[src/rtl/spi_frame_engine_pkg.sv]
// Shared definitions for the SPI-slave frame engine: state encoding and
// small constant helpers used to size the shift and counter registers.
package spi_frame_engine_pkg;

    typedef enum logic [2:0] {
        ST_IDLE      = 3'd0,
        ST_ADDR      = 3'd1,
        ST_RD_LOAD   = 3'd2,
        ST_RD_SHIFT  = 3'd3,
        ST_WR_GET    = 3'd4,
        ST_WR_COMMIT = 3'd5,
        ST_DONE      = 3'd6
    } state_t;

    // Value of the rw bit (last bit of the address phase) that requests a read.
    localparam logic RW_READ = 1'b1;

    function automatic int max2(input int a, input int b);
        return (a > b) ? a : b;
    endfunction

endpackage

[src/rtl/spi_frame_engine_shift_reg.sv]
// Generic shift register: MSB-first serial-in/parallel-out, or parallel-load
// and MSB-first serial-out (serial output is q[W-1]). Load has priority.
module spi_shift_reg #(
    parameter int W = 8
) (
    input  logic         clk,
    input  logic         reset,
    input  logic         shift_in_en,
    input  logic         serial_in,
    input  logic         load_en,
    input  logic [W-1:0] load_data,
    input  logic         shift_out_en,
    output logic [W-1:0] q
);

    always_ff @(posedge clk) begin
        if (reset) begin
            q <= '0;
        end else if (load_en) begin
            q <= load_data;
        end else if (shift_in_en) begin
            q <= {q[W-2:0], serial_in};
        end else if (shift_out_en) begin
            q <= {q[W-2:0], 1'b0};
        end
    end

endmodule

[src/rtl/spi_frame_engine.sv]
// SPI-slave (mode 0, MSB first) frame decoder: one address/rw byte followed by
// one data byte per CS-low window, driven by pre-conditioned SCLK edge pulses.
module spi_frame_engine
    import spi_frame_engine_pkg::*;
#(
    parameter int ADDR_WIDTH = 7,
    parameter int WIDTH      = 8
) (
    input  logic                  clk,
    input  logic                  reset,
    input  logic                  cs_cond,
    input  logic                  sclk_posedge,
    input  logic                  sclk_negedge,
    input  logic                  mosi_cond,
    input  logic [WIDTH-1:0]      rd_data,
    output logic [ADDR_WIDTH-1:0] addr,
    output logic [WIDTH-1:0]      wr_data,
    output logic                  wr_en,
    output logic                  miso_out,
    output logic                  miso_oe,
    output logic                  frame_done,
    output logic [2:0]            state_dbg
);

    localparam int RXW = max2(ADDR_WIDTH + 1, WIDTH);
    localparam int CW  = $clog2(max2(ADDR_WIDTH + 1, WIDTH) + 1);

    localparam logic [CW-1:0] ADDR_LAST = CW'(ADDR_WIDTH);
    localparam logic [CW-1:0] DATA_LAST = CW'(WIDTH - 1);

    state_t                state_q, state_d;
    logic [CW-1:0]         cnt_q, cnt_d;
    logic [ADDR_WIDTH-1:0] addr_d;
    logic [WIDTH-1:0]      wr_data_d;
    logic                  wr_en_d, miso_out_d, miso_oe_d, frame_done_d;

    logic                  rx_shift_en, tx_load_en, tx_shift_en;
    logic [RXW-1:0]        rx_q;
    logic [WIDTH-1:0]      tx_q;
    logic                  unused_tx_low;

    spi_shift_reg #(.W(RXW)) u_rx (
        .clk          (clk),
        .reset        (reset),
        .shift_in_en  (rx_shift_en),
        .serial_in    (mosi_cond),
        .load_en      (1'b0),
        .load_data    ({RXW{1'b0}}),
        .shift_out_en (1'b0),
        .q            (rx_q)
    );

    spi_shift_reg #(.W(WIDTH)) u_tx (
        .clk          (clk),
        .reset        (reset),
        .shift_in_en  (1'b0),
        .serial_in    (1'b0),
        .load_en      (tx_load_en),
        .load_data    (rd_data),
        .shift_out_en (tx_shift_en),
        .q            (tx_q)
    );

    // Only the MSB of the transmit register is ever presented on MISO.
    assign unused_tx_low = ^tx_q[WIDTH-2:0];
    assign state_dbg     = state_q;

    always_ff @(posedge clk) begin
        if (reset) begin
            state_q    <= ST_IDLE;
            cnt_q      <= '0;
            addr       <= '0;
            wr_data    <= '0;
            wr_en      <= 1'b0;
            miso_out   <= 1'b0;
            miso_oe    <= 1'b0;
            frame_done <= 1'b0;
        end else begin
            state_q    <= state_d;
            cnt_q      <= cnt_d;
            addr       <= addr_d;
            wr_data    <= wr_data_d;
            wr_en      <= wr_en_d;
            miso_out   <= miso_out_d;
            miso_oe    <= miso_oe_d;
            frame_done <= frame_done_d;
        end
    end

    always_comb begin
        state_d      = state_q;
        cnt_d        = cnt_q;
        addr_d       = addr;
        wr_data_d    = wr_data;
        wr_en_d      = 1'b0;
        miso_out_d   = miso_out;
        miso_oe_d    = miso_oe;
        frame_done_d = 1'b0;
        rx_shift_en  = 1'b0;
        tx_load_en   = 1'b0;
        tx_shift_en  = 1'b0;

        // CS deassertion aborts from any state and beats a coincident SCLK edge.
        if (cs_cond) begin
            state_d   = ST_IDLE;
            cnt_d     = '0;
            miso_oe_d = 1'b0;
        end else begin
            case (state_q)
                ST_IDLE: begin
                    state_d = ST_ADDR;
                    cnt_d   = '0;
                end
                ST_ADDR: begin
                    if (sclk_posedge) begin
                        rx_shift_en = 1'b1;
                        // The bit arriving now is rw; the address bits are already in rx.
                        if (cnt_q == ADDR_LAST) begin
                            addr_d  = rx_q[ADDR_WIDTH-1:0];
                            cnt_d   = '0;
                            state_d = (mosi_cond == RW_READ) ? ST_RD_LOAD : ST_WR_GET;
                        end else begin
                            cnt_d = cnt_q + 1'b1;
                        end
                    end
                end
                ST_RD_LOAD: begin
                    tx_load_en = 1'b1;
                    miso_oe_d  = 1'b1;
                    state_d    = ST_RD_SHIFT;
                end
                ST_RD_SHIFT: begin
                    if (sclk_negedge) begin
                        tx_shift_en = 1'b1;
                        miso_out_d  = tx_q[WIDTH-1];
                        if (cnt_q == DATA_LAST) begin
                            cnt_d        = '0;
                            state_d      = ST_DONE;
                            frame_done_d = 1'b1;
                        end else begin
                            cnt_d = cnt_q + 1'b1;
                        end
                    end
                end
                ST_WR_GET: begin
                    if (sclk_posedge) begin
                        rx_shift_en = 1'b1;
                        if (cnt_q == DATA_LAST) begin
                            cnt_d   = '0;
                            state_d = ST_WR_COMMIT;
                        end else begin
                            cnt_d = cnt_q + 1'b1;
                        end
                    end
                end
                ST_WR_COMMIT: begin
                    wr_data_d    = rx_q[WIDTH-1:0];
                    wr_en_d      = 1'b1;
                    frame_done_d = 1'b1;
                    state_d      = ST_DONE;
                end
                ST_DONE: begin
                    state_d = ST_DONE;
                end
                default: begin
                    state_d = ST_IDLE;
                    cnt_d   = '0;
                end
            endcase
        end
    end

endmodule

[config.mk]
export PLATFORM = sky130hd
export DESIGN_NAME = spi_frame_engine
export DESIGN_NICKNAME = d
export VERILOG_FILES = /design/src/rtl/spi_frame_engine_pkg.sv /design/src/rtl/spi_frame_engine_shift_reg.sv /design/src/rtl/spi_frame_engine.sv
export SDC_FILE = /design/constraint.sdc
export NUM_CORES = 1
export LEC_CHECK = 0
export ABC_CLOCK_PERIOD_IN_PS = 1550
export CORE_ASPECT_RATIO = 0.75
export CORE_MARGIN = 1
export CORE_UTILIZATION = 45
export CTS_CLUSTER_DIAMETER = 30
export DETAILED_ROUTE_END_ITERATION = 10
export HOLD_SLACK_MARGIN = 0.03
export PLACE_DENSITY = 0.81
export SETUP_SLACK_MARGIN = 0.05
export SLEW_MARGIN = 15
export SYNTH_ARGS = -nofsm -noshare
export SYNTH_HDL_FRONTEND = slang
export SYNTH_SLANG_ARGS = --single-unit
[constraint.sdc]
create_clock -name clk -period 1.55 [get_ports clk]
set_input_delay 0.31 -clock clk [delete_from_list [all_inputs] [get_ports clk]]
set_output_delay 0.31 -clock clk [all_outputs]
set_load 0.02 [all_outputs]
==> impl_metrics.env, run 1 <==
export IMPL_finalNetCount=265
export IMPL_htree_levels=2
export IMPL_final_max_slew_viol_count=0
export IMPL_ant_nets=0
export IMPL_dr_pass1_iters=4
export IMPL_synth_top_family_by_area="simple AND/OR/NAND/NOR gates"
export IMPL_setup_worst_path_end_class="flop"
export IMPL_ys_warn_count=0
export IMPL_netlist_top_cells_area="dfxtp_1, mux2i_1, nor2_1"
export IMPL_hold_class="flop to flop"
export IMPL_port_buffers=35
export IMPL_syn_nets=209
export IMPL_drtIter0Drc=160
export IMPL_synth_top_cell_area_share=0.478
export IMPL_clkTransAtPathRegs_ns=0.08
export IMPL_die_area_sq_mm=0.00416
export IMPL_synth_simple_area_share=0.204
export IMPL_holdWs_ns=0.459
export IMPL_worstSetupPathType="flop to flop"
export IMPL_power_density_mw_per_mm2=866
export IMPL_skew_ns=0.00817
export IMPL_critical_path_startpoint="cnt_q[0]"
export IMPL_clock_path_buffers=2
export IMPL_detail_route_wl_per_cell_um=13.1
export IMPL_vdd_drop_max_mv=0.869
export IMPL_vias=1587
export IMPL_antennaDiodeCount=0
export IMPL_dp_hpwl_um=2740
export IMPL_routed_wl_um=3960
export IMPL_grt_usage=0.201
export IMPL_die_x_um=74.2
export IMPL_hold_start="u_rx.q[7]"
export IMPL_worst_ep_arrival_time_ns=1.79
export IMPL_clock_root_buffer="clkbuf_8"
export IMPL_hold_buffers=0
export IMPL_antenna_found_initial=0
export IMPL_start_util=0.474
export IMPL_post_route_period_util=1.00
export IMPL_syn_instance_count=194
export IMPL_r2r_setup_slack_ns=-0.007
export IMPL_route_detailed_drc=0
export IMPL_io_pins=36
export IMPL_clk_latency_ns=0.30
export IMPL_status="complete, but fails checks"
export IMPL_yosys_register_bits=42
export IMPL_synth_fa_ha_area_frac=0.00712
export IMPL_rows=19
export IMPL_hold_violations=0
export IMPL_grt_max_degree=36
export IMPL_ys_seq_area_frac=0.478
export IMPL_first_global_vias=1394
export IMPL_max_freq_mhz=642
export IMPL_synth_avg_cell_area_sq_um=9.06
export IMPL_dp_cells=292
export IMPL_nFillCells=295
export IMPL_viasPerCell=5.24
export IMPL_regArea_sq_um=860
export IMPL_drive_gt1_frac=0.203
export IMPL_synth_cell_types=36
export IMPL_synth_most_common_cell="dfxtp_1"
export IMPL_async_flop_share=0
export IMPL_instances_no_fill=303
export IMPL_clock_sinks=42
export IMPL_power_leakage_nw=1.10
export IMPL_numCtsBuffers=5
export IMPL_synth_edf_count=0
export IMPL_multiInputGateArea_sq_um=905
export IMPL_cp_start_kind="flop"
export IMPL_cp_data_required_time_ns=1.78
export IMPL_fin_ws_ns=-0.00696
export IMPL_synthXorXnorAreaFrac=0.00498
export IMPL_r2r_start="cnt_q[0]"
export IMPL_worstPathMaxFanout=2
export IMPL_synth_mux_area_frac=0.143
export IMPL_violations="setup timing"
export IMPL_layout_min_cycle_time_ns=1.56
export IMPL_synthTopCellsByCount="dfxtp_1, nor2_1, mux2i_1, nand2_1, a21oi_1"
export IMPL_grt_first_pass_wirelength_um=6320
export IMPL_total_power_w=0.00217
export IMPL_max_cap_violations=0
export IMPL_fp_dieH_um=56.1
export IMPL_synth_ff_type="dfxtp_1"
export IMPL_relSlewSlack=0.756
export IMPL_syn_area_sq_mm=0.00176
export IMPL_cts_tree="done"
export IMPL_synth_compound_area_frac=0.120
export IMPL_setup_viol=1
export IMPL_rsz0062_at_grt="yes"
export IMPL_worstMarginPinSlew_ns=0.361
export IMPL_core_sq_mm=0.00371
export IMPL_yosysTopAreaCell="dfxtp_1"
export IMPL_gp_congestion=0.861
export IMPL_syn2layout_area_growth_pct=42.2
export IMPL_overflow=0
## worst max-delay path: stages (launching register included)
cell and delay [ns]:
dfxtp_4 0.37, ha_4 0.14, inv_2 0.04, or3_1 0.30, or4b_1 0.55, o21ai_1 0.10
## metal layers
layer,share of wire,up-vias,GRT usage
met3,0.067,9,0.0453
met5,0,-,0
met2,0.45,56,0.283
met1,0.47,743,0.290
li1,-,779,-
met4,0.017,0,0.0879
## per-stage QoR
step	setup slack (ns)	util	TNS, ns	cell area (sq um)
floorplan	-0.0628	-	-0.122	1820
global placement	-0.402	0.629	-8.02	2330
detailed placement	-0.445	0.629	-9.02	2330
CTS	0.0272	0.662	0	2450
global route	-0.0634	0.674	-0.0634	2500
finish	-0.00696	0.674	-0.00696	2500
## power by group
part	leakage (nW)	internal, W	switching [W]
clock	0.0665	0.000580	0.000381
combinational	0.687	0.0000657	0.0000602
sequential	0.342	0.00107	0.00000468
total	1.10	0.00172	0.000446
## cells in the final DEF (no fill, tap or decap), types with 2 or more instances in the layout
master,count
a211oi_1,8
a21oi_1,14
a31oi_1,2
and3_1,2
buf_4,24
clkbuf_8,5
clkdlybuf4s50_1,10
dfxtp_1,37
dfxtp_4,5
dlygate4sd2_1,25
inv_1,4
mux2i_1,24
nand2_1,21
nand2b_1,2
nand3_1,3
nor2_1,31
nor3_1,2
o21ai_0,3
## sequential cells by signal, indices dropped and copies added (netlist names)
signal and count:
addr 7, cnt_q 4, frame_done 1, miso_oe 1, miso_out 1, state_dbg 3
u_rx.q 8, u_tx.q 8, wr_data 8, wr_en 1
## cell type report
cell class / count / share of cell area
multi-input cells: 136 / 0.362
flip-flops and latches: 42 / 0.344
repair buffers: 60 / 0.208
clock buffers: 6 / 0.0375
well taps: 52 / 0.0260
clock inverters: 2 / 0.0155
inverters: 5 / 0.00751
## worst paths after layout
path                 to  cells after the start
max reg2reg    cnt_q[2]                      5
min reg2reg  wr_data[7]                      2
min          wr_data[7]                      2
max            cnt_q[2]                      5
## cells by family after synthesis
kind of cell,after synthesis
compound gates,34
xor+xnor,1
fa+ha+maj,1
buf+inv,16
flops,42
mux,25
simple gates,75
## what timing repair did
action                                  in CTS  in global routing
endpoints found under the setup margin      37                 11
pin swaps                                    1                  5
setup buffers                                0                  3
resized for setup                           32                  6
cloned                                       0                  0
Power figures use the tool's default switching activity.
==> run 2, diff against run 1 <==
--- a/config.mk
+++ b/config.mk
@@ -11,10 +11,10 @@
 export CORE_UTILIZATION = 45
 export CTS_CLUSTER_DIAMETER = 30
 export DETAILED_ROUTE_END_ITERATION = 10
+export GPL_ROUTABILITY_DRIVEN = 0
 export HOLD_SLACK_MARGIN = 0.03
 export PLACE_DENSITY = 0.81
 export SETUP_SLACK_MARGIN = 0.05
-export SLEW_MARGIN = 15
 export SYNTH_ARGS = -nofsm -noshare
 export SYNTH_HDL_FRONTEND = slang
 export SYNTH_SLANG_ARGS = --single-unit
==> results of run 2 <==
The final DEF is identical to that of run 1; final timing and power are the same.
